==> src/rtl/router_pkg.sv <==
// Shared constants and the check-byte combine function for the router datapath.
package router_pkg;

  localparam int CHK_XOR   = 0;
  localparam int CHK_SUM   = 1;
  localparam int CHK_MAX_W = 32;

  // Callers zero-extend into CHK_MAX_W and truncate the result, which gives sum mod 2**DATA_W.
  function automatic logic [CHK_MAX_W-1:0] chk_op(input logic [CHK_MAX_W-1:0] acc,
                                                  input logic [CHK_MAX_W-1:0] b,
                                                  input int                   mode);
    if (mode == CHK_SUM) begin
      return acc + b;
    end
    return acc ^ b;
  endfunction

endpackage

==> src/rtl/router_chk_accum.sv <==
// Running check accumulator over header and payload bytes (XOR or modular sum).
module router_chk_accum
  import router_pkg::*;
#(
  parameter int DATA_W   = 8,
  parameter int CHK_MODE = CHK_XOR
) (
  input  logic              clock,
  input  logic              resetn,
  input  logic              clear,
  input  logic              en,
  input  logic [DATA_W-1:0] byte_in,
  output logic [DATA_W-1:0] acc
);

  logic [DATA_W-1:0] acc_q, acc_d;

  always_comb begin
    acc_d = acc_q;
    if (clear) begin
      acc_d = '0;
    end else if (en) begin
      acc_d = DATA_W'(chk_op(CHK_MAX_W'(acc_q), CHK_MAX_W'(byte_in), CHK_MODE));
    end
  end

  always_ff @(posedge clock or negedge resetn) begin
    if (!resetn) begin
      acc_q <= '0;
    end else begin
      acc_q <= acc_d;
    end
  end

  assign acc = acc_q;

endmodule

==> src/rtl/router_pkt_register.sv <==
// Packet datapath register: latches the header, forwards bytes to the FIFOs,
// replays a byte held across a FIFO-full stall and checks each packet.
module router_pkt_register
  import router_pkg::*;
#(
  parameter int DATA_W   = 8,
  parameter int ADDR_W   = 2,
  parameter int N_PORTS  = 3,
  parameter int CHK_MODE = CHK_XOR
) (
  input  logic              clock,
  input  logic              resetn,
  input  logic              detect_add,
  input  logic              lfd_state,
  input  logic              ld_state,
  input  logic              laf_state,
  input  logic              full_state,
  input  logic              rst_int_reg,
  input  logic              pkt_vld,
  input  logic              fifo_full,
  input  logic [DATA_W-1:0] data_in,
  output logic [DATA_W-1:0] dout,
  output logic              dout_vld,
  output logic              low_packet_valid,
  output logic              parity_done,
  output logic              parity_err,
  output logic              len_err,
  output logic              bad_addr,
  output logic              error
);

  localparam int                LEN_W     = DATA_W - ADDR_W;
  localparam logic [LEN_W-1:0]  CNT_MAX   = '1;
  localparam logic [ADDR_W:0]   N_PORTS_W = (ADDR_W+1)'(N_PORTS);

  logic [DATA_W-1:0] header_q, header_d, hold_q, hold_d, pkt_chk_q, pkt_chk_d, dout_q, dout_d;
  logic [LEN_W-1:0]  pay_cnt_q, pay_cnt_d;
  logic              hold_is_data_q, hold_is_data_d, ovf_q, ovf_d;
  logic              dout_vld_q, dout_vld_d, lpv_q, lpv_d, pd_q, pd_d, pd_dly_q, pd_dly_d;
  logic              perr_q, perr_d, lerr_q, lerr_d, err_q, err_d, bad_addr_q, bad_addr_d;

  logic              lfd_go, ld_go, laf_go, acc_en, cnt_inc, addr_ok;
  logic [DATA_W-1:0] acc_byte, acc;

  // detect_add overrides every other state; the rest follow dout priority.
  assign lfd_go  = ~detect_add & lfd_state;
  assign ld_go   = ~detect_add & ~lfd_state & ld_state;
  assign laf_go  = ~detect_add & ~lfd_state & ~ld_state & laf_state;
  assign cnt_inc = (ld_go & pkt_vld & ~fifo_full) | (laf_go & hold_is_data_q);
  assign acc_en  = lfd_go | cnt_inc;
  assign acc_byte = lfd_go ? header_q : (ld_go ? data_in : hold_q);
  assign addr_ok = {1'b0, data_in[ADDR_W-1:0]} < N_PORTS_W;

  router_chk_accum #(.DATA_W(DATA_W), .CHK_MODE(CHK_MODE)) u_chk_accum (
    .clock  (clock),
    .resetn (resetn),
    .clear  (detect_add),
    .en     (acc_en),
    .byte_in(acc_byte),
    .acc    (acc)
  );

  always_comb begin
    header_d       = header_q;
    hold_d         = hold_q;
    hold_is_data_d = hold_is_data_q;
    pkt_chk_d      = pkt_chk_q;
    pay_cnt_d      = pay_cnt_q;
    ovf_d          = ovf_q;
    dout_d         = dout_q;
    dout_vld_d     = 1'b0;
    lpv_d          = lpv_q;
    pd_d           = pd_q;
    pd_dly_d       = pd_q;
    perr_d         = perr_q;
    lerr_d         = lerr_q;
    err_d          = perr_q | lerr_q;
    bad_addr_d     = bad_addr_q;

    if (detect_add) begin
      if (pkt_vld) begin
        if (addr_ok) begin
          header_d   = data_in;
          bad_addr_d = 1'b0;
        end else begin
          bad_addr_d = 1'b1;
        end
      end
      pay_cnt_d = '0;
      ovf_d     = 1'b0;
      pd_d      = 1'b0;
      perr_d    = 1'b0;
      lerr_d    = 1'b0;
      dout_d    = hold_q;
    end else if (lfd_state) begin
      dout_d     = header_q;
      dout_vld_d = 1'b1;
    end else if (ld_state) begin
      if (fifo_full) begin
        hold_d         = data_in;
        hold_is_data_d = pkt_vld;
      end else begin
        dout_d     = data_in;
        dout_vld_d = 1'b1;
      end
      if (!pkt_vld) begin
        pkt_chk_d = data_in;
        lpv_d     = 1'b1;
        if (!fifo_full) pd_d = 1'b1;
      end
    end else if (laf_state) begin
      dout_d     = hold_q;
      dout_vld_d = 1'b1;
      if (!hold_is_data_q) begin
        pkt_chk_d = hold_q;
        lpv_d     = 1'b1;
      end
      if (lpv_q && !pd_q) pd_d = 1'b1;
    end else if (full_state) begin
      dout_vld_d = 1'b0;
    end

    // A saturated counter cannot represent further bytes; remember that as a length fault.
    if (cnt_inc) begin
      if (pay_cnt_q == CNT_MAX) ovf_d = 1'b1;
      else                      pay_cnt_d = pay_cnt_q + LEN_W'(1);
    end

    if (!detect_add && pd_q && !pd_dly_q) begin
      perr_d = (acc != pkt_chk_q);
      lerr_d = (pay_cnt_q != header_q[DATA_W-1:ADDR_W]) | ovf_q;
    end

    if (rst_int_reg) lpv_d = 1'b0;
  end

  always_ff @(posedge clock or negedge resetn) begin
    if (!resetn) begin
      header_q       <= '0;
      hold_q         <= '0;
      hold_is_data_q <= 1'b0;
      pkt_chk_q      <= '0;
      pay_cnt_q      <= '0;
      ovf_q          <= 1'b0;
      dout_q         <= '0;
      dout_vld_q     <= 1'b0;
      lpv_q          <= 1'b0;
      pd_q           <= 1'b0;
      pd_dly_q       <= 1'b0;
      perr_q         <= 1'b0;
      lerr_q         <= 1'b0;
      err_q          <= 1'b0;
      bad_addr_q     <= 1'b0;
    end else begin
      header_q       <= header_d;
      hold_q         <= hold_d;
      hold_is_data_q <= hold_is_data_d;
      pkt_chk_q      <= pkt_chk_d;
      pay_cnt_q      <= pay_cnt_d;
      ovf_q          <= ovf_d;
      dout_q         <= dout_d;
      dout_vld_q     <= dout_vld_d;
      lpv_q          <= lpv_d;
      pd_q           <= pd_d;
      pd_dly_q       <= pd_dly_d;
      perr_q         <= perr_d;
      lerr_q         <= lerr_d;
      err_q          <= err_d;
      bad_addr_q     <= bad_addr_d;
    end
  end

  assign dout             = dout_q;
  assign dout_vld         = dout_vld_q;
  assign low_packet_valid = lpv_q;
  assign parity_done      = pd_q;
  assign parity_err       = perr_q;
  assign len_err          = lerr_q;
  assign bad_addr         = bad_addr_q;
  assign error            = err_q;

endmodule

==> config.mk <==
export PLATFORM = sky130hd
export DESIGN_NAME = router_pkt_register
export DESIGN_NICKNAME = d
export VERILOG_FILES = /design/src/rtl/router_pkg.sv /design/src/rtl/router_chk_accum.sv /design/src/rtl/router_pkt_register.sv
export SDC_FILE = /design/constraint.sdc
export NUM_CORES = 1
export LEC_CHECK = 0
export ABC_AREA = 0
export CAP_MARGIN = 20
export CORE_MARGIN = 2
export CORE_UTILIZATION = 40
export DETAILED_ROUTE_END_ITERATION = 7
export MAX_ROUTING_LAYER = met4
export PLACE_DENSITY = 0.7
export SETUP_SLACK_MARGIN = 0.3
export SLEW_MARGIN = 10
export SYNTH_ARGS = -nofsm -noshare
export SYNTH_HDL_FRONTEND = slang
export SYNTH_SLANG_ARGS = --single-unit
==> constraint.sdc <==
create_clock -name clock -period 2.1 [get_ports clock]
set_input_delay 0.21 -clock clock [delete_from_list [all_inputs] [get_ports clock]]
set_output_delay 0.21 -clock clock [all_outputs]
set_load 0.005 [all_outputs]
==> impl_metrics.tcl, run 1 <==
set metrics [dict create \
    status "completed" \
    gp_congestion 0.8484 \
    finClkSkew_ns 0.006427 \
    htreeDepth 2 \
    initial_utilization_pct 41.74 \
    ys_seq_area_share_pct 49.14 \
    p_per_area_nw_per_um2 751.2 \
    drive_above_1_share_pct 22.70 \
    wirelength_um 6189 \
    vias_per_cell 5.318 \
    max-vdd-ir-drop_mv 0.2599 \
    dr.pass1.iters 4 \
    crit_fanout 7 \
    cts.path.max_buffers 2 \
    synth.area.top_cells "dfrtp_1, mux2_2, mux2_4" \
    grt_overflow 0 \
    die_w_um 88.43 \
    p_comb_share_pct 25.1 \
    synth_warnings 0 \
    synth_top_cell_area_share_pct 49.14 \
    grt_pass1_wl_um 10320 \
    syn_avg_cell_area_um2 11.01 \
    pwr-share-clk_pct 21.6 \
    die_h_um 88.43 \
    drt_iter0_markers 100 \
    antenna_cells 0 \
    area_growth_pct 22.38 \
    clk_latency_ns 0.31 \
    hold_viol 0 \
    ios 33 \
    rows 30 \
    period_minus_slack_ns 1.768 \
    arrival_ns 1.97 \
    synth-edff-count 0 \
    p_int_mw 1.860 \
    postRouteAntennaNets 0 \
    startpoint_type "input port" \
    p_leak_nw 1.495 \
    cts_sinks 56 \
    dr_total_vias 2127 \
    drc 0 \
    path_class "in -> reg" \
    port_buffers 31 \
    synth.most_common_cell "dfrtp_1" \
    sw_frac_of_total_pct 29.03 \
    grt_pass1_vias 2089 \
    fin_nets 323 \
    synth_top_area_cell "dfrtp_1" \
    wl_per_cell_um 15.47 \
    cp.required_ns 2.30 \
    fmax_mhz 565.5 \
    max_slew_margin_pct 60.88 \
    rsz0062_at_grt "no" \
    syn_nets 278 \
    grt_start_max_net_pins 33 \
    place_hpwl_um 4693 \
    cts_root_buffer "clkbuf_8" \
    core-area_um2 6832 \
    synth_common_cells "dfrtp_1, mux2_2, nor2_1, a21oi_1" \
    slew_viol_final 0 \
    switching_power_mw 0.7611 \
    crit_path_end_kind "flop" \
    clk_pin_slew_worst_paths_ns 0.09 \
    p_total_mw 2.622 \
    numCtsBuffers 5 \
    dieArea_um2 7820 \
    synthCells 259 \
    synth_cell_types 48 \
    period_share_pct 84.21 \
    track_usage_pct 17.87 \
    synthArstFlopShare_pct 100.0 \
    pwr-share-seq_pct 53.3 \
    finalSetupTns_ns 0 \
    drv_cap 0 \
    antenna_found_initial 0 \
    hold_path.class "in -> async" \
    worst_pin_slew_ns 0.5868 \
    syn_area_um2 2851 \
    cts_tree "built" \
    setup_viol 0 \
    ys_seq_elements 56 \
    synth-main-ff-cell "dfrtp_1" \
]
## metal layers
metal | routed length (um) | track usage, % | vias up
met4 | 161 | 6.198 | 0
li1 | - | - | 1023
met5 | 0 | - | -
met1 | 2964 | 24.45 | 1049
met2 | 2832 | 26.45 | 44
met3 | 231 | 3.825 | 11
## logic make-up (layout without fill, tap and decap cells)
logic type               count (synthesis)  in the layout  share of synthesized area, %
AND/OR/NAND/NOR                         68             68                         12.55
flip-flops                              56             56                         49.14
buffers and inverters                   18             63                         3.466
XOR/XNOR                                14             14                         4.300
multiplexers                            39             39                         16.02
AO/OA/AOI/OAI                           63             63                         14.09
adder cells (fa/ha/maj)                  1              1                        0.4387
## state kept, by name, summed over array words and instances (netlist names)
register	cells
ovf_q	1
bad_addr	1
u_chk_accum.acc	8
pd_dly_q	1
low_packet_valid	1
dout_vld	1
pay_cnt_q	6
hold_q	8
hold_is_data_q	1
error	1
dout	8
pkt_chk_q	8
len_err	1
parity_done	1
header_q	8
parity_err	1
## cells in the final DEF, fill, tap and decap left out, types with 2 or more instances in the layout
master,instances
dfrtp_1,54
clkdlybuf4s50_1,28
mux2_2,23
nor2_1,22
a21oi_1,16
buf_4,16
o22ai_1,14
nor2b_1,13
o21ai_0,11
xnor2_1,11
nand2_1,10
a211oi_1,7
mux2_4,7
mux2i_1,7
clkbuf_8,5
nand3_1,3
or4_1,3
inv_1,3
xor2_1,3
and3_1,2
a311oi_1,2
nor3_1,2
clkinvlp_4,2
nand2b_1,2
a31oi_1,2
mux2_1,2
nand4_1,2
dlymetal6s2s_1,2
dfrtp_2,2
buf_12,2
## through the flow
stage	instances	utilization [%]	hold slack, ns	cell area [um2]	worst slack [ns]
2_1_floorplan	259	-	-0.08559	2851	0.3024
3_3_place_gp	387	48.70	0.2453	3327	0.02523
5_1_grt	400	51.08	0.4215	3490	0.2937
3_5_place_dp	387	48.70	0.2455	3327	0.01733
4_1_cts	397	50.29	0.4227	3436	0.3220
6_report	400	51.08	0.4258	3490	0.3317
## timing repair
| action | CTS | global route |
|---|---|---|
| endpoints found under the setup margin | 1 | 9 |
| resized for setup | 2 | 8 |
| buffers inserted | 2 | 3 |
| hold endpoints to repair | 24 | 0 |
| hold buffers | 1 | 0 |
## layout make-up
type | count | area [um2]
fill | 639 | 3342
sequential | 56 | 1404
multi-input combinational | 185 | 1370
timing repair buffer | 51 | 491.7
tap | 96 | 120.1
clock buffer | 5 | 68.82
inverter | 5 | 22.52
clock inverter | 2 | 12.51
## critical path: stages
cell and delay (ns):
clkdlybuf4s50_1 0.56, nand2b_1 0.29, o22ai_1 0.14, a211oi_1 0.38, mux2_2 0.37
## power groups by stage
| stage | Clock [mW] | Combinational [mW] | Sequential, mW |
|---|---|---|---|
| floorplan | 0 | 0.402 | 1.38 |
| global placement | 0 | 0.635 | 1.41 |
| detailed placement | 0 | 0.647 | 1.42 |
| CTS | 0.587 | 0.655 | 1.40 |
| global route | 0.624 | 0.733 | 1.42 |
| finish | 0.566 | 0.659 | 1.40 |
## path summary, 6_finish.rpt
check | endpoint | slack, ns | startpoint | depth (start not counted)
max | u_chk_accum.acc[3]$_DFFE_PN0P_ | 0.33 | detect_add | 5
min | u_chk_accum.acc[0]$_DFFE_PN0P_ | 0.43 | resetn | 2
max reg2reg | pay_cnt_q[3]$_DFF_PN0_ | 0.37 | pay_cnt_q[0]$_DFF_PN0_ | 5
min reg2reg | pd_dly_q$_DFF_PN0_ | 0.45 | parity_done$_DFFE_PN0P_ | 0
max in group asynchronous | dout[4]$_DFFE_PN0P_ | 1.10 | resetn | 3
min in group clock | low_packet_valid$_DFFE_PN0P_ | 0.43 | rst_int_reg | 2
Power figures use the tool's default switching activity.
==> run 2: changes to the inputs <==
==> constraint.sdc (replaced) <==
create_clock -name clock -period 1.8 [get_ports clock]
set_input_delay 0.18 -clock clock [delete_from_list [all_inputs] [get_ports clock]]
set_output_delay 0.18 -clock clock [all_outputs]
set_load 0.005 [all_outputs]
==> run 2 against run 1 <==
Against the previous run: flip-flop and latch count stayed put; count of clock-buffer cells in the layout is 2 higher; non-clock buffer count is 23 higher; setup slack worse by 0.13 ns; sequential power is 17% higher; die area stayed put; total power is 23% higher; critical path depth stayed put; final area is 7.5% higher; highest routed layer unchanged.
==> impl_metrics.tcl, run 2 (same netlist as run 1, synthesis figures left out) <==
set metrics [dict create \
    startpoint "pay_cnt_q[0]$_DFF_PN0_" \
    dr_total_vias 2228 \
    vias_per_cell 5.255 \
    layout_commonest_cell "dfrtp_1" \
    crit_path_end_kind "flop" \
    grt_overflow 0 \
    routed-wl-met2_um 3323 \
    die_w_um 88.43 \
    postRouteAntennaNets 0 \
    cts_root_buffer "clkbuf_8" \
    wirelength_um 6912 \
    gp_congestion 0.9135 \
    hold_viol 0 \
    layout_common_cells "dfrtp_1, buf_4, clkdlybuf4s50_1" \
    wl_per_cell_um 16.30 \
    fmax_mhz 625.3 \
    port_buffers 31 \
    p_per_area_nw_per_um2 856.9 \
    core-area_um2 6832 \
    startpoint_type "flop" \
    highest_layer "met4" \
    clk_latency_ns 0.31 \
    arrival_ns 1.84 \
    place_hpwl_um 5004 \
    grt_pass1_wl_um 11370 \
    cts.path.max_buffers 2 \
    met1_length_um 3258 \
    setup_viol 0 \
    antenna_found_initial 0 \
    r2r-start "pay_cnt_q[0]$_DFF_PN0_" \
    period_minus_slack_ns 1.599 \
    max-vdd-ir-drop_mv 0.3672 \
    fin_nets 346 \
    fillers 627 \
    drive_above_1_share_pct 32.32 \
    ios 33 \
    drt_iter0_markers 81 \
    dieArea_um2 7820 \
    path_class "reg -> reg" \
    cp.required_ns 2.05 \
    ff2ff_path_depth 5 \
    status "completed" \
    cts_sinks 56 \
    dr.pass1.iters 6 \
    max_slew_margin_pct 66.15 \
    grt_pass1_vias 2237 \
    htreeDepth 2 \
    period_share_pct 88.84 \
    area_growth_pct 31.55 \
    r2r-end "pay_cnt_q[3]$_DFF_PN0_" \
    cts_tree "built" \
    crit_fanout 6 \
    hold_path.class "in -> reg" \
    final_core_util_pct 54.91 \
    die_h_um 88.43 \
    initial_utilization_pct 41.74 \
    antenna_cells 0 \
    rows 30 \
    worstSetupEndpoint "pay_cnt_q[3]$_DFF_PN0_" \
    drv_cap 0 \
    p_leak_nw 1.646 \
    grt_start_max_net_pins 57 \
    wl_met3_um 193 \
    finClkSkew_ns 0.01203 \
    clk_pin_slew_worst_paths_ns 0.10 \
    track_usage_pct 19.71 \
    worst_pin_slew_ns 0.5071 \
    r2r_setup_slack_ns 0.20 \
    rsz0062_at_grt "yes" \
    slew_viol_final 0 \
    finalSetupTns_ns 0 \
    numCtsBuffers 5 \
    drc 0 \
]
[run 2: cell types whose count changed in the layout (fill, tap and decap cells not counted), moves of 3 or more]
| cell | previous run | this run |
|---|---|---|
| a211oi_1 | 7 | 3 |
| a211oi_2 | 0 | 4 |
| buf_4 | 16 | 37 |
| clkdlybuf4s50_1 | 28 | 24 |
| dlygate4sd2_1 | 0 | 3 |
[run 2: power by group]
| part | switching, mW | leakage [nW] | internal (mW) |
|---|---|---|---|
| clock | 0.407 | 0.0445 | 0.314 |
| sequential | 0.186 | 0.705 | 1.46 |
| combinational | 0.348 | 0.897 | 0.502 |
| total | 0.941 | 1.65 | 2.27 |
[run 2: how the worst min path moves through the flow]
stage	cells after the start	from	to
floorplan	0	resetn	bad_addr$_DFFE_PN0P_
global placement	2	resetn	pkt_chk_q[0]$_DFFE_PN0P_
CTS	2	rst_int_reg	low_packet_valid$_DFFE_PN0P_
detailed placement	2	resetn	pkt_chk_q[0]$_DFFE_PN0P_
finish	3	lfd_state	dout_vld$_DFF_PN0_
global route	3	lfd_state	dout_vld$_DFF_PN0_
[run 2: metal layers]
metal  global-route usage, %  vias to the layer above
li1                        -                     1075
met1                   27.07                     1100
met2                   30.08                       43
met3                   3.265                       10
met4                   6.061                        0
met5                       -                        -
[run 2: final cells by class]
cell class              instances  area [um2]  area share [%]
inverters                       5       20.02          0.5337
flip-flops and latches         56        1403           37.39
clock inverters                 1       7.507          0.2001
well taps                      96       120.1           3.202
repair buffers                 74       661.9           17.65
clock buffers                   7       86.33           2.302
multi-input cells             185        1453           38.73
[run 2: metrics by stage]
step / std cells / instance area [um2] / power, mW / setup slack, ns / hold slack [ns]
2_1_floorplan: 259 / 2863 / 2.081 / 0.1505 / -0.1156
3_3_place_gp: 408 / 3496 / 2.449 / -0.2612 / 0.2021
3_5_place_dp: 408 / 3496 / 2.473 / -0.2892 / 0.2063
4_1_cts: 423 / 3727 / 3.220 / 0.1767 / 0.3794
5_1_grt: 424 / 3751 / 3.391 / 0.1707 / 0.2989
6_report: 424 / 3751 / 3.214 / 0.2008 / 0.2636
[run 2: worst max-delay path, stage by stage, from the launching register on]
cell	delay, ns
dfrtp_1	0.44
ha_4	0.18
and3_4	0.17
and3_4	0.20
or4_4	0.42
a21oi_2	0.13
[run 2: timing repair]
action | 4_1_cts | 5_1_grt
buffers inserted | 5 | 1
gates resized for setup | 26 | 9
hold buffers | 1 | 0
endpoints found under the hold margin | 56 | 0
cloned | 1 | 0
endpoints found under the setup margin | 21 | 13
pin swaps | 5 | 6
